`src/rtl/cmp_arb_pkg.sv`:
```
// Shared definitions for the comparator-sharing arbiter: operand width, FSM
// state names, ID-width helper and result-flag bit positions.
package cmp_arb_pkg;

    localparam int W        = 8;
    localparam int NREQ_DEF = 4;

    typedef enum logic [1:0] {
        ST_IDLE = 2'd0,
        ST_CMP  = 2'd1,
        ST_DONE = 2'd2
    } arb_state_e;

    localparam int GT = 2;
    localparam int LT = 1;
    localparam int EQ = 0;

    function automatic int id_width(input int n);
        return (n <= 1) ? 1 : $clog2(n);
    endfunction

endpackage

```
`src/rtl/cmp_rr_arbiter.sv`:
```
// Combinational round-robin pick: first set request at or after rr_ptr,
// wrapping modulo NREQ.
module cmp_rr_arbiter
    import cmp_arb_pkg::*;
#(
    parameter int NREQ = NREQ_DEF,
    parameter int IDW  = id_width(NREQ)
) (
    input  logic [NREQ-1:0] req,
    input  logic [IDW-1:0]  rr_ptr,
    output logic [IDW-1:0]  gnt_id,
    output logic            any_req
);

    logic [NREQ-1:0] w_rot;
    logic [IDW:0]    w_off;
    logic [IDW:0]    w_sum;

    always_comb begin
        // Rotate so bit 0 is the requester at rr_ptr; lowest set bit wins.
        w_rot   = NREQ'({req, req} >> rr_ptr);
        w_off   = '0;
        any_req = |req;
        for (int i = NREQ - 1; i >= 0; i--) begin
            if (w_rot[i]) begin
                w_off = (IDW+1)'(i);
            end
        end
        w_sum = {1'b0, rr_ptr} + w_off;
        if (w_sum >= (IDW+1)'(NREQ)) begin
            w_sum = w_sum - (IDW+1)'(NREQ);
        end
        gnt_id = w_sum[IDW-1:0];
    end

endmodule

```
`src/rtl/eight_bit_comparator.sv`:
```
// Existing unsigned 8-bit magnitude comparator, purely combinational.
module eight_bit_comparator (
    input  logic [7:0] a,
    input  logic [7:0] b,
    output logic       gt,
    output logic       lt,
    output logic       eq
);

    assign gt = (a > b);
    assign lt = (a < b);
    assign eq = (a == b);

endmodule

```
`src/rtl/cmp_share_arbiter.sv`:
```
// Shares one eight_bit_comparator among NREQ requesters with round-robin grant.
// Optional CMP_ARB_LOCK_EN adds a per-requester lock that holds the pointer.
module cmp_share_arbiter
    import cmp_arb_pkg::*;
#(
    parameter int NREQ = NREQ_DEF,
    parameter int IDW  = id_width(NREQ)
) (
    input  logic                clk,
    input  logic                rst_n,
    input  logic [NREQ-1:0]     req,
    input  logic [NREQ*W-1:0]   a_in,
    input  logic [NREQ*W-1:0]   b_in,
`ifdef CMP_ARB_LOCK_EN
    input  logic [NREQ-1:0]     lock,
`endif
    output logic [NREQ-1:0]     ack,
    output logic                res_valid,
    output logic [IDW-1:0]      res_id,
    output logic                greater,
    output logic                less,
    output logic                equal
);

    localparam logic [1:0] IDLE = ST_IDLE;
    localparam logic [1:0] CMP  = ST_CMP;
    localparam logic [1:0] DONE = ST_DONE;

    logic [1:0]      r_state;
    logic [IDW-1:0]  r_rr_ptr;
    logic [IDW-1:0]  r_gnt_id;
    logic [IDW-1:0]  r_res_id;
    logic [W-1:0]    r_op_a;
    logic [W-1:0]    r_op_b;
    logic [2:0]      r_cmp;
    logic [2:0]      r_flags;
    logic [NREQ-1:0] r_ack;
    logic [NREQ-1:0] r_mask;
    logic            r_res_valid;

    logic [NREQ-1:0] w_req_eff;
    logic [IDW-1:0]  w_gnt_id;
    logic            w_any_req;
    logic [W-1:0]    w_sel_a;
    logic [W-1:0]    w_sel_b;
    logic            w_gt;
    logic            w_lt;
    logic            w_eq;
    logic [NREQ-1:0] w_gnt_onehot;
    logic [IDW-1:0]  w_next_ptr;
    logic            w_lock_hit;

    // The just-acked requester still shows req during its ack cycle; ignore it
    // there so a client dropping req at the end of ack is not granted twice.
    assign w_req_eff    = req & ~r_mask;
    assign w_gnt_onehot = NREQ'(1) << r_gnt_id;

`ifdef CMP_ARB_LOCK_EN
    assign w_lock_hit = lock[r_gnt_id];
`else
    assign w_lock_hit = 1'b0;
`endif

    always_comb begin
        if (w_lock_hit) begin
            w_next_ptr = r_gnt_id;
        end else if (r_gnt_id == IDW'(NREQ - 1)) begin
            w_next_ptr = '0;
        end else begin
            w_next_ptr = r_gnt_id + 1'b1;
        end
    end

    always_comb begin
        w_sel_a = '0;
        w_sel_b = '0;
        for (int i = 0; i < NREQ; i++) begin
            if (w_gnt_id == IDW'(i)) begin
                w_sel_a = a_in[i*W +: W];
                w_sel_b = b_in[i*W +: W];
            end
        end
    end

    cmp_rr_arbiter #(
        .NREQ (NREQ),
        .IDW  (IDW)
    ) u_rr (
        .req     (w_req_eff),
        .rr_ptr  (r_rr_ptr),
        .gnt_id  (w_gnt_id),
        .any_req (w_any_req)
    );

    eight_bit_comparator u_cmp (
        .a  (r_op_a),
        .b  (r_op_b),
        .gt (w_gt),
        .lt (w_lt),
        .eq (w_eq)
    );

    always_ff @(posedge clk or negedge rst_n) begin
        if (!rst_n) begin
            r_state     <= IDLE;
            r_rr_ptr    <= '0;
            r_gnt_id    <= '0;
            r_res_id    <= '0;
            r_op_a      <= '0;
            r_op_b      <= '0;
            r_cmp       <= '0;
            r_flags     <= '0;
            r_ack       <= '0;
            r_mask      <= '0;
            r_res_valid <= 1'b0;
        end else begin
            r_ack       <= '0;
            r_mask      <= '0;
            r_res_valid <= 1'b0;
            case (r_state)
                IDLE: begin
                    if (w_any_req) begin
                        r_gnt_id <= w_gnt_id;
                        r_op_a   <= w_sel_a;
                        r_op_b   <= w_sel_b;
                        r_state  <= CMP;
                    end
                end
                CMP: begin
                    r_cmp[GT] <= w_gt;
                    r_cmp[LT] <= w_lt;
                    r_cmp[EQ] <= w_eq;
                    r_state   <= DONE;
                end
                DONE: begin
                    // Output flags only move together with res_valid.
                    r_flags     <= r_cmp;
                    r_ack       <= w_gnt_onehot;
                    r_res_valid <= 1'b1;
                    r_res_id    <= r_gnt_id;
                    r_rr_ptr    <= w_next_ptr;
                    r_mask      <= w_lock_hit ? '0 : w_gnt_onehot;
                    r_state     <= IDLE;
                end
                default: r_state <= IDLE;
            endcase
        end
    end

    assign ack       = r_ack;
    assign res_valid = r_res_valid;
    assign res_id    = r_res_id;
    assign greater   = r_flags[GT];
    assign less      = r_flags[LT];
    assign equal     = r_flags[EQ];

endmodule

```
`config.mk`:
```
export PLATFORM = sky130hd
export DESIGN_NAME = cmp_share_arbiter
export DESIGN_NICKNAME = d
export VERILOG_FILES = /design/src/rtl/cmp_arb_pkg.sv /design/src/rtl/cmp_rr_arbiter.sv /design/src/rtl/eight_bit_comparator.sv /design/src/rtl/cmp_share_arbiter.sv
export SDC_FILE = /design/constraint.sdc
export NUM_CORES = 1
export LEC_CHECK = 0
export ABC_AREA = 1
export BUFFER_PORTS_ARGS = -buffer_cell sky130_fd_sc_hd__buf_2
export CORE_MARGIN = 2
export CORE_UTILIZATION = 55
export DETAILED_ROUTE_END_ITERATION = 16
export PLACE_DENSITY_LB_ADDON = 0.25
export SLEW_MARGIN = 15
export SYNTH_ARGS = -nofsm -noshare
export SYNTH_HDL_FRONTEND = slang
export SYNTH_SLANG_ARGS = --single-unit
```
`constraint.sdc`:
```
create_clock -name clk -period 5.6 [get_ports clk]
set_input_delay 0.28 -clock clk [delete_from_list [all_inputs] [get_ports clk]]
set_output_delay 0.28 -clock clk [all_outputs]
set_load 0.03 [all_outputs]
```
[Yosys cells after proc, flatten, opt, wreduce, memory -nomap -nowiden]
Cells that the tools add are included.
Storage, ports and cells
  input bits: 70
  bits in registers: 35
Operators by class
  mux-type cells: 18
  bitwise logic cells: 2
  reduce and logical (&&, ||, !) cells: 4
  $lt $le $gt $ge: 3
  add/sub/neg operators: 3
  equal/unequal tests: 8
  shift operators: 2
Operators with widths (count)
  2-to-1 mux 8 bit: 8
  2-to-1 mux 2 bit: 7
  == test 2 bit, second input constant: 4
  == test 8 bit: 1
  greater-than comparator 8 bit: 1
  less-than comparator 8 bit: 1
  right shift 8 x 2 -> 4 bit: 1
  AND 4 bit: 1
  == test 2 x 1 -> 1 bit, second input constant: 2
  zero test 2 bit: 2
  2-to-1 mux 4 bit: 1
  inverter 4 bit: 1
  one-hot mux 2 bit (2 select lines): 1
  OR reduction 4 bit: 1
  left shift 1 x 2 -> 4 bit, first input constant: 1
  adder 2 x 2 -> 3 bit: 1
  greater-or-equal comparator 3 bit, second input constant: 1
  adder 2 x 1 -> 2 bit, second input constant: 1
  inequality test 2 x 1 -> 1 bit, second input constant: 1
  AND reduction 2 bit: 1
  subtractor 2 x 1 -> 2 bit, second input constant: 1
  2-to-1 mux 1 bit: 1

[Logic depth before layout (Yosys ltp)]
Gate-level depths: netlist of run 1.
  word-level depth: 15
  mapped depth: 17
  mapped depth without buffers: 16

[Cells and area by module]
A second synthesis of run 1 with hierarchy kept.
Unflattened totals
  cells, all modules: 327
  area total of the unflattened synthesis: 2327.2 µm²
By module, submodules not included
  cmp_share_arbiter: area each 1915.6 µm², instances 1, seq. area each 875.8 µm², cells each 254
  eight_bit_comparator: area each 244.0 µm², instances 1, seq. area each 0.0 µm², cells each 38
  cmp_rr_arbiter: area each 167.7 µm², instances 1, seq. area each 0.0 µm², cells each 35

[Least setup slack after synthesis of run 1]
Ideal clock, no wire load.
  kind: flip-flop to flip-flop
  start: register r_mask[3]
  end: register r_op_b[2]
  stages on the path, launching flop included: 17
  arrival: 2280 ps
  setup slack: 3203 ps
  period minus slack after synthesis: 2397 ps
  path through: dfrtp_1 > clkinv_1 > nand3_1 > nand3_1 > nand2_1 > nand3_1 > a21boi_0 > ha_1 > xor2_1 > inv_2 > nand3_4 > nand2_4 > nand2_4 > buf_4 > nand4_1 > nand2_1 > nand2_1
Between the ends
  cells in the longest elaborated chain, start to end: 15
  elaborated cells on any way between the ends: 21
  classes of those cells: add/sub: 2; order compare: 1; eq/ne: 3; shift: 1; mux: 9; bitwise: 2; reduce/logical: 3
RTL lines
  start: declaration: line cmp_share_arbiter.sv:38  | logic [NREQ-1:0] r_mask;
  start signal: assignment: line cmp_share_arbiter.sv:142  | r_mask <= w_lock_hit ? '0 : w_gnt_onehot;
  inverter 4 bit *: line cmp_share_arbiter.sv:55  | assign w_req_eff = req & ~r_mask;
  AND 4 bit *: line cmp_share_arbiter.sv:55
  right shift 8 x 2 -> 4 bit: line cmp_rr_arbiter.sv:21  | w_rot = NREQ'({req, req} >> rr_ptr);
  2-to-1 mux 2 bit (4 in series): line cmp_rr_arbiter.sv:25  | if (w_rot[i]) begin
  adder 2 x 2 -> 3 bit: line cmp_rr_arbiter.sv:29  | w_sum = {1'b0, rr_ptr} + w_off;
  greater-or-equal comparator 3 bit or subtractor 2 x 1 -> 2 bit (tied branches): line cmp_rr_arbiter.sv:30, cmp_rr_arbiter.sv:31
  2-to-1 mux 2 bit: line cmp_rr_arbiter.sv:30  | if (w_sum >= (IDW+1)'(NREQ)) begin
  zero test 2 bit: line cmp_share_arbiter.sv:78  | if (w_gnt_id == IDW'(i)) begin
  2-to-1 mux 8 bit (4 in series): line cmp_share_arbiter.sv:78
  end signal: assignment: line cmp_share_arbiter.sv:125  | r_op_b <= w_sel_b;
  end: declaration: line cmp_share_arbiter.sv:34  | logic [W-1:0] r_op_b;
Every way passes the cells marked *; elsewhere a longest branch is shown, timed or not.
A chain may end at the register's enable or synchronous reset.

[Worst setup path after layout of run 1]
  start: register r_rr_ptr[0]
  end: register r_op_a[5]
Between the ends
  cells in the longest elaborated chain, start to end: 13
  elaborated cells on any way between the ends: 17
  classes of those cells: add/sub: 2; order compare: 1; eq/ne: 3; shift: 1; mux: 9; reduce/logical: 1
RTL lines
  start: declaration: line cmp_share_arbiter.sv:30  | logic [IDW-1:0] r_rr_ptr;
  start signal: assignment: line cmp_share_arbiter.sv:141  | r_rr_ptr <= w_next_ptr;
  right shift 8 x 2 -> 4 bit: line cmp_rr_arbiter.sv:21
  2-to-1 mux 2 bit (4 in series): line cmp_rr_arbiter.sv:25
  adder 2 x 2 -> 3 bit *: line cmp_rr_arbiter.sv:29
  greater-or-equal comparator 3 bit or subtractor 2 x 1 -> 2 bit (tied branches): line cmp_rr_arbiter.sv:30, cmp_rr_arbiter.sv:31
  2-to-1 mux 2 bit *: line cmp_rr_arbiter.sv:30
  via u_rr.gnt_id[0]: line cmp_rr_arbiter.sv:11  | output logic [IDW-1:0] gnt_id,
  zero test 2 bit: line cmp_share_arbiter.sv:78
  2-to-1 mux 8 bit (3 in series): line cmp_share_arbiter.sv:78
  2-to-1 mux 8 bit *: line cmp_share_arbiter.sv:78
  end signal: assignment: line cmp_share_arbiter.sv:124  | r_op_a <= w_sel_a;
  end: declaration: line cmp_share_arbiter.sv:33  | logic [W-1:0] r_op_a;
Mark *: on every way through the listed nets, which the timed path passes. The rest lies on a longest branch.

==> reports/metrics.yaml, run 1 <==
status:
  status: "finished, final reports clean"
synth:
  synth-edff-count: 0
  synth_top_area_cell: "dfrtp_1"
  synth_top_area_frac: 0.369
  synth_most_common_cell: "nand2_1"
  async_flop_share: 1.00
  ys_seq_area_frac: 0.369
  ys_types: 23
  synthTopCellsByArea: "dfrtp_1, nand4_1, nand2_1"
  synthesis.area_um2: 2380
  yosys-top-cells-count: "nand2_1, nand4_1, inv_1, dfrtp_1, nand3_1"
  ys.flop_type: "dfrtp_1"
  synth_area_per_cell_um2: 7.33
  ys_ff_latch: 35
  ys.warnings.count: 0
  synth_nets: 407
  synthesis.instances: 324
final_layout:
  multi_input_area_um2: 1210
  synthToLayoutAreaGrowth_pct: 18.6
  final_nets: 475
  nFillCells: 360
  regArea_um2: 876
  drive_above_1_share: 0.254
  diodes: 0
job:
  max-cap-violations: 0
setup_path:
  endpoint_kind: "flip-flop"
  crit_required_ps: 5780
  critPathMaxFanout: 33
  arrival_ps: 3110
  startpoint_type: "flip-flop"
  critPathKind: "reg2reg"
clock_tree:
  ctsResizeCount: 0
  cts_setup_buffers: 0
  holdBufCountCts: 0
  clk_latency_ps: 280
  cts_buffer_depth: 2
  cts_made_buffers: 5
  cts_sinks: 35
  h-tree-depth: 2
  root_buffer: "clkbuf_8"
  clkTransAtPathRegs_ps: 70
  cts_tree: "done"
sta:
  layout_min_cycle_time_ps: 2930
  hold_violations: 0
  fin_crit_sh: 0.523
  slew_violations: 0
  slew_headroom: 0.416
  grt_setup_unrepaired: "false"
  layout_setup_ws_ps: 2670
  worst_pin_slew_ps: 876
  fin_skew_ps: 4.74
  fmax_mhz: 341
  finalSetupViolations: 0
  setup_tns_ps: 0
routing:
  final_antenna_net_count: 0
  dr.first_iter.drc_count: 87
  vias: 2430
  viasPerCell: 5.49
  firstDrtPassIters: 4
  wl_mm: 5.80
  wire_per_inst_um: 13.1
  drc: 0
place:
  place_ws_ps: 2710
  place_congestion: 0.860
  io_buffer_count: 79
  post-dp-hpwl_mm: 4.42
pwr:
  powerDensity_nw_per_um2: 744
  peakVddDrop_uv: 436
  p_leak_nw: 1.59
floorplan:
  fp.dieW_um: 69.7
  io_pins: 80
  design.core.area_um2: 4090
  initial_core_util: 0.581
  fp.dieArea_um2: 4860
  die_h_um: 69.7
  rows: 23
global_route:
  grt_remaining_overflow: 0
  antenna_found_initial: 0
  grt_pass1_vias: 2292
  grt_max_degree: 36
  grt_pass1_wl_mm: 9.44
  grtUsageTotal: 0.242
min_path:
  hold_class: "in2async"
-- worst paths after layout --
check                                        start                     end  slack, ps  cells past startpoint
min                                          rst_n     r_mask[0]$_DFF_PN0_         70                      1
min in group clk                          b_in[28]   r_op_b[4]$_DFFE_PN0P_        290                      5
max reg2reg                r_rr_ptr[0]$_DFFE_PN0P_   r_op_a[5]$_DFFE_PN0P_       2670                     12
max                        r_rr_ptr[0]$_DFFE_PN0P_   r_op_a[5]$_DFFE_PN0P_       2670                     12
min reg2reg                 r_state[1]$_DFFE_PN0P_  r_state[1]$_DFFE_PN0P_        460                      1
max in group asynchronous                    rst_n   r_op_a[3]$_DFFE_PN0P_       5040                      1
-- routing by layer --
metal	part of all wire	GRT usage	wire length (um)	up-vias
met2	0.51	0.456	2950	95
li1	-	-	-	1226
met5	0	0	0	-
met4	0.028	0.0897	163	0
met3	0.062	0.0552	359	16
met1	0.40	0.260	2320	1093
-- power by group --
| group | total, W | switching (W) | leakage [nW] | internal (W) |
|---|---|---|---|---|
| sequential | 0.000447 | 0.0000714 | 0.440 | 0.000375 |
| combinational | 0.00147 | 0.00101 | 1.11 | 0.000465 |
| clock | 0.000179 | 0.0000919 | 0.0412 | 0.0000869 |
| total | 0.00210 | 0.00117 | 1.59 | 0.000928 |
-- sequential cells by signal, summed over array words and instances, names as in the netlist --
register,cells
r_op_a,8
r_op_b,8
r_mask,4
r_cmp,3
r_flags,3
r_gnt_id,2
r_rr_ptr,2
r_state,2
res_id,2
res_valid,1
-- cell usage in the layout, fill, tap and decap left out, types with 2 or more instances in the layout --
cell	count
inv_1	43
o21ai_1	16
ha_1	13
nand4_1	48
buf_2	79
clkbuf_8	5
nand2_4	3
nand2_1	73
nor2_1	10
o21ai_0	12
nand3_2	2
nand2_2	2
nand3_1	34
a21oi_1	4
dfrtp_1	35
inv_2	6
-- logic make-up after synthesis --
group / share of synthesized area
AO/OA/AOI/OAI: 0.0737
buffers and inverters: 0.121
adder cells (fa/ha/maj): 0.0685
XOR/XNOR: 0.00369
AND/OR/NAND/NOR: 0.364
flip-flops: 0.369
-- metrics by stage --
step / instance area [um^2] / std cells / hold WS, ps / power [W] / utilization
CTS: 2820 / 443 / 93.5 / 0.00210 / 0.690
floorplan: 2380 / 324 / -15.6 / 0.00169 / -
finish: 2820 / 443 / 74.7 / 0.00210 / 0.690
detailed placement: 2730 / 435 / 393 / 0.00191 / 0.669
global placement: 2730 / 435 / 383 / 0.00187 / 0.669
global route: 2820 / 443 / 127 / 0.00232 / 0.690
-- worst max-delay path: stages (launching register included) --
cell	delay, ps
dfrtp_1	450
inv_2	130
nand3_1	100
nand3_1	80
nand2_1	80
nand3_1	70
a21boi_0	80
ha_1	680
inv_1	580
nand4_1	260
nand4_1	150
nand2_1	100
nand2_1	50
-- final cells by class --
cell class	instances	share of cell area
Timing Repair Buffer	79	0.140
Tap cell	50	0.0222
Clock inverter	2	0.00444
Clock buffer	6	0.0257
Sequential cell	35	0.311
Multi-Input combinational cell	221	0.430
Inverter	50	0.0666
Power figures use the tool's default switching activity.
==> run 2, diff against run 1 <==
Settings changed: ABC_AREA 1 to 0, CORE_UTILIZATION 55 to 48.
Clock period 5.6 ns to 2.63 ns, I/O delays scaled along.
==> reports/metrics.yaml, run 2 <==
sta:
  slew_headroom: 0.484  # was 0.416
  whs_ps: 212  # was 74.7 ps
  worst_pin_slew_ps: 774  # was 876 ps
  slew_violations: 0  # unchanged
  hold_violations: 0  # unchanged
  setup_tns_ps: 0  # unchanged
  layout_min_cycle_time_ps: 2480  # was 2930 ps
  fmax_mhz: 403  # was 341 MHz
  finalSetupViolations: 0  # unchanged
  fin_skew_ps: 6.76  # was 4.74 ps
  fin_crit_sh: 0.944  # was 0.523
setup_path:
  reg2reg_depth: 10  # was 12
  endpoint_kind: "flip-flop"  # unchanged
  worstReg2RegEnd: "r_op_b[1]$_DFFE_PN0P_"  # was r_op_a[5]$_DFFE_PN0P_
  startpoint_type: "flip-flop"  # unchanged
  rrSetupSlack_ps: 150  # was 2670 ps
  critPathMaxFanout: 8  # was 33
  critPathKind: "reg2reg"  # unchanged
  r2r_start: "r_mask[1]$_DFF_PN0_"  # was r_rr_ptr[0]$_DFFE_PN0P_
  arrival_ps: 2700  # was 3110 ps
  crit_required_ps: 2840  # was 5780 ps
synth:
  synth_top_area_frac: 0.316  # was 0.369
  ys.flop_type: "dfrtp_1"  # unchanged
  synth_top_area_cell: "dfrtp_1"  # unchanged
  synth_area_per_cell_um2: 10.3  # was 7.33 um^2
  synthesis.instances: 268  # was 324
  ys_seq_area_frac: 0.316  # was 0.369
  synthTopCellsByArea: "dfrtp_1, mux2i_1, mux4_2"  # was dfrtp_1, nand4_1, nand2_1
  synthesis.area_um2: 2770  # was 2380 um^2
  async_flop_share: 1.00  # unchanged
  synth_nets: 351  # was 407
  ys_ff_latch: 35  # unchanged
  yosys-top-cells-count: "mux2i_1, nand2_1, dfrtp_1, inv_1, o21ai_1"  # was nand2_1, nand4_1, inv_1, dfrtp_1, nand3_1
  ys.warnings.count: 0  # unchanged
  ys_types: 41  # was 23
  synth_most_common_cell: "mux2i_1"  # was nand2_1
  synth-edff-count: 0  # unchanged
pwr:
  finalPower_w: 0.00428  # was 0.00210 W
  powerDensity_nw_per_um2: 1230  # was 744 nW/um^2
  p_leak_nw: 1.63  # was 1.59 nW
  peakVddDrop_uv: 694  # was 436 uV
final_layout:
  final_common_cell: "buf_2"  # unchanged
  drive_above_1_share: 0.346  # was 0.254
  diodes: 0  # unchanged
  nFillCells: 474  # was 360
  synthToLayoutAreaGrowth_pct: 25.9  # was 18.6%
  reg_top3: "r_op_a (8), r_op_b (8), r_mask (4)"  # unchanged
  utilization: 0.630  # was 0.690
  layout_common_cells: "buf_2, mux2i_1, nand2_1"  # was buf_2, nand2_1, nand4_1
  final_nets: 435  # was 475
clock_tree:
  root_buffer: "clkbuf_8"  # unchanged
  cts_made_buffers: 5  # unchanged
  cts_sinks: 35  # unchanged
  cts_tree: "done"  # unchanged
  cts_buffer_depth: 2  # unchanged
  clk_latency_ps: 290  # was 280 ps
  h-tree-depth: 2  # unchanged
  clkTransAtPathRegs_ps: 80  # was 70 ps
min_path:
  worst_hold_path.endpoint: "r_op_a[4]$_DFFE_PN0P_"
  hold_class: "in2reg"  # was in2async
  holdPathStages: 3
  min_from: "a_in[20]"
routing:
  wire_per_inst_um: 13.2  # was 13.1 um
  final_antenna_net_count: 0  # unchanged
  vias: 2255  # was 2430
  dr.first_iter.drc_count: 83  # was 87
  wl_mm: 5.59  # was 5.80 mm
  drc: 0  # unchanged
  firstDrtPassIters: 4  # unchanged
  viasPerCell: 5.31  # was 5.49
place:
  post-dp-hpwl_mm: 4.43  # was 4.42 mm
  io_buffer_count: 79  # unchanged
  place_congestion: 0.809  # was 0.860
global_route:
  grt_pass1_wl_mm: 9.56  # was 9.44 mm
  antenna_found_initial: 0  # unchanged
  grt_max_degree: 36  # unchanged
  grt_remaining_overflow: 0  # unchanged
  grt_pass1_vias: 2158  # was 2292
  grtUsageTotal: 0.188  # was 0.242
job:
  max-cap-violations: 0  # unchanged
status:
  status: "finished, final reports clean"  # unchanged
floorplan:
  die_h_um: 80.0  # was 69.7 um
  io_pins: 80  # unchanged
  design.core.area_um2: 5540  # was 4090 um^2
  fp.dieArea_um2: 6400  # was 4860 um^2
  rows: 27  # was 23
  fp.dieW_um: 80.0  # was 69.7 um
  initial_core_util: 0.500  # was 0.581
==> run 2: cell count changes in the layout (fill, tap and decap cells not counted), sizes merged, moves of 14 or more <==
| cell | previous run | this run |
|---|---|---|
| mux4 | 0 | 15 |
| buf | 79 | 93 |
| nand4 | 48 | 3 |
| inv | 49 | 16 |
| nand2 | 78 | 37 |
| nand3 | 37 | 2 |
| mux2i | 0 | 61 |
==> run 2: final cells by class <==
class / instances / area, um^2 / share of cell area
clock buffers: 5 / 68.8 / 0.0197
repair buffers: 94 / 558 / 0.160
flip-flops and latches: 35 / 877 / 0.251
inverters: 16 / 60.1 / 0.0172
multi-input cells: 200 / 1770 / 0.506
well taps: 72 / 90.1 / 0.0258
clock inverters: 3 / 67.6 / 0.0194
==> run 2: power by group <==
part | total (W) | internal, W | switching [W] | leakage [nW]
clock network | 0.000580 | 0.000378 | 0.000202 | 0.0644
logic | 0.00275 | 0.00142 | 0.00133 | 1.13
registers | 0.000949 | 0.000783 | 0.000166 | 0.438
==> run 2: worst max-delay path, stage by stage, from the launching register on <==
cell     delay, ps
dfrtp_1        410
nor2b_4        160
a21oi_1         80
or4_1          410
nand3_1        150
ha_4           190
buf_12         120
buf_4          180
mux2i_1         80
mux4_1         490
o21ai_1        130
==> run 2: what timing repair did <==
action / 4_1_cts / 5_1_grt
setup endpoints to repair: 0 / 14
hold buffers: 1 / 0
gates resized for setup: 0 / 2
setup buffers: 0 / 5
hold endpoints to repair: 35 / 0
==> run 2: cell families (layout without fill, tap and decap cells) <==
kind of cell,Yosys count,in the layout,synth area share
adders and majority gates,13,13,0.0587
AOI/OAI and AO/OA,43,43,0.0939
DFF,35,35,0.316
buffers and inverters,33,118,0.0546
muxes,80,80,0.364
xor gates and xnor gates,1,1,0.00316
and+or+nand+nor,63,63,0.110
==> run 2: worst max path at each step <==
stage	startpoint	to	slack, ps	cells past startpoint
finish	r_mask[1]$_DFF_PN0_	r_op_b[1]$_DFFE_PN0P_	150	10
global route	r_mask[1]$_DFF_PN0_	r_op_b[0]$_DFFE_PN0P_	-20	10
CTS	r_mask[1]$_DFF_PN0_	r_op_a[7]$_DFFE_PN0P_	60	9
detailed placement	r_mask[1]$_DFF_PN0_	r_op_a[2]$_DFFE_PN0P_	80	9
global placement	r_mask[1]$_DFF_PN0_	r_op_a[7]$_DFFE_PN0P_	150	9
floorplan	r_mask[1]$_DFF_PN0_	r_op_a[4]$_DFFE_PN0P_	-6	12
==> run 2: routing by layer <==
| layer | share of wire | GRT usage |
|---|---|---|
| met1 | 0.47 | 0.246 |
| met2 | 0.47 | 0.313 |
| met3 | 0.046 | 0.0396 |
| met4 | 0.014 | 0.0559 |
| met5 | 0 | 0 |
==> run 2: through the flow <==
stage	area, um^2	std cells	setup slack, ps
2_1_floorplan	2780	268	-6.00
3_3_place_gp	3290	411	152
3_5_place_dp	3290	411	78.2
4_1_cts	3430	420	60.6
5_1_grt	3490	425	-19.0
6_report	3490	425	147
==> run 3, diff against run 2 <==
Settings changed: MAX_ROUTING_LAYER from default to met4, PLACE_DENSITY from default to 0.86, PLACE_DENSITY_LB_ADDON 0.25 to default.
==> reports/metrics.yaml, run 3 (synthesis gave the netlist of run 2 again) <==
pwr:
  powerDensity_nw_per_um2: 1220  # was 1230 nW/um^2
  peakVddDrop_uv: 574  # was 694 uV
  p_leak_nw: 1.63  # about the same
sta:
  layout_min_cycle_time_ps: 2600  # was 2480 ps
  slew_headroom: 0.488  # was 0.484
  fin_crit_sh: 0.987  # was 0.944
  worst_pin_slew_ps: 768  # was 774 ps
  fin_skew_ps: 6.34  # was 6.76 ps
  hold_violations: 0  # unchanged
  finalSetupViolations: 0  # unchanged
  slew_violations: 0  # unchanged
  fmax_mhz: 385  # was 403 MHz
floorplan:
  fp.dieArea_um2: 6400  # unchanged
  initial_core_util: 0.500  # unchanged
  die_h_um: 80.0  # unchanged
  rows: 27  # unchanged
  fp.dieW_um: 80.0  # unchanged
  design.core.area_um2: 5540  # unchanged
  io_pins: 80  # unchanged
final_layout:
  diodes: 0  # unchanged
  layout_common_cells: "buf_2, mux2i_1, nand2_1"  # unchanged
  synthToLayoutAreaGrowth_pct: 25.1  # was 25.9%
  final_nets: 436  # was 435
  design_area_um2: 3470  # was 3490 um^2
  utilization: 0.626  # was 0.630
  final_common_cell: "buf_2"  # unchanged
  drive_above_1_share: 0.356  # was 0.346
  reg_top3: "r_op_a (8), r_op_b (8), r_mask (4)"  # unchanged
place:
  io_buffer_count: 79  # unchanged
  post-dp-hpwl_mm: 4.61  # was 4.43 mm
  place_congestion: 0.817  # was 0.809
  placed_area_um2: 3260  # was 3290 um^2
setup_path:
  slowest_delay_ps: 480  # was 490 ps
  crit_top_cell: "buf_12"
  arrival_ps: 2810  # was 2700 ps
  critPathMaxFanout: 27  # was 8
  crit_required_ps: 2840  # about the same
  critPathKind: "reg2reg"  # unchanged
  path_cells: "nor2b_4, a21oi_1, or4_1, nand3_1, ha_4, buf_12, buf_12, mux2i_1, mux4_2, o21ai_1"  # was nor2b_4, a21oi_1, or4_1, nand3_1, ha_4, buf_12, buf_4, mux2i_1, mux4_1, o21ai_1
  endpoint_kind: "flip-flop"  # unchanged
  startpoint_type: "flip-flop"  # unchanged
  cp_slowest_cell: "mux4_2"  # was mux4_1
global_route:
  grt_pass1_wl_mm: 9.88  # was 9.56 mm
  grt_pass1_vias: 2313  # was 2158
  antenna_found_initial: 0  # unchanged
  grt_remaining_overflow: 0  # unchanged
  grtUsageTotal: 0.201  # was 0.188
  grt_max_degree: 36  # unchanged
clock_tree:
  clk_latency_ps: 290  # about the same
  cts_sinks: 35  # unchanged
  root_buffer: "clkbuf_8"  # unchanged
  cts_buffer_depth: 2  # unchanged
  h-tree-depth: 2  # unchanged
  cts_tree: "done"  # unchanged
  clkTransAtPathRegs_ps: 80  # about the same
  cts_made_buffers: 5  # unchanged
routing:
  firstDrtPassIters: 4  # unchanged
  wire_per_inst_um: 14.3  # was 13.2 um
  dr.first_iter.drc_count: 109  # was 83
  final_antenna_net_count: 0  # unchanged
  drc: 0  # unchanged
  viasPerCell: 5.48  # was 5.31
  vias: 2336  # was 2255
  wl_mm: 6.09  # was 5.59 mm
job:
  max-cap-violations: 0  # unchanged
status:
  status: "finished, final reports clean"  # unchanged
min_path:
  hold_class: "in2reg"  # unchanged
## run 3: final timing paths
path                       slack, ps            startpoint  depth (start not counted)                endpoint
min reg2reg                      470  r_cmp[1]$_DFFE_PN0N_                          2  r_flags[1]$_DFFE_PN0P_
max                               30   r_mask[1]$_DFF_PN0_                         10   r_op_a[1]$_DFFE_PN0P_
min in group asynchronous        440                 rst_n                          2  r_state[1]$_DFFE_PN0P_
max reg2reg                       30   r_mask[1]$_DFF_PN0_                         10   r_op_a[1]$_DFFE_PN0P_
max in group asynchronous       1660                 rst_n                          2     r_mask[2]$_DFF_PN0_
min                              200              a_in[20]                          3   r_op_a[4]$_DFFE_PN0P_
## run 3: stage by stage
step / worst slack (ps) / setup TNS (ps) / hold slack, ps / power (W) / cells
after CTS: 15.6 / 0 / 194 / 0.00415 / 422
after floorplan: -6.00 / -28.3 / -164 / 0.00303 / 268
after global routing: -49.2 / -344 / 214 / 0.00457 / 426
after detailed placement: 12.7 / 0 / 258 / 0.00361 / 411
final: 34.2 / 0 / 202 / 0.00422 / 426
after global placement: 180 / 0 / 240 / 0.00350 / 411
## run 3: what timing repair did
| action | 4_1_cts | 5_1_grt |
|---|---|---|
| gates resized for setup | 0 | 7 |
| hold endpoints to repair | 35 | 0 |
| pin swaps | 1 | 1 |
| hold buffers | 1 | 0 |
| endpoints found under the setup margin | 1 | 15 |
| setup buffers | 2 | 4 |
## run 3: layer usage
layer,track usage,wire length [um],up-vias
met2,0.358,3250,63
met1,0.234,2490,1111
met4,0.0610,93,0
met3,0.0294,254,9
met5,-,0,-
li1,-,-,1153
## run 3: area by class of cell
cell class	count	area [um^2]
fillers	466	2070
multi-input cells	200	1770
flip-flops and latches	35	880
repair buffers	95	547
well taps	72	90.1
clock buffers	5	68.8
inverters	16	60.1
clock inverters	3	47.5
## run 3: power breakdown
part / total, W / switching, W / internal (W)
Combinational: 0.00276 / 0.00136 / 0.00141
Clock: 0.000497 / 0.000210 / 0.000287
Sequential: 0.000957 / 0.000172 / 0.000786
Total: 0.00422 / 0.00174 / 0.00248
## run 3: critical path, delay by kind of cell, from the launching register on
family | cells | cell delay (ps)
buffers and inverters | 2 | 320
multiplexers | 2 | 570
adder cells (fa/ha/maj) | 1 | 170
flip-flops | 1 | 420
AO/OA/AOI/OAI | 2 | 250
AND/OR/NAND/NOR | 3 | 770
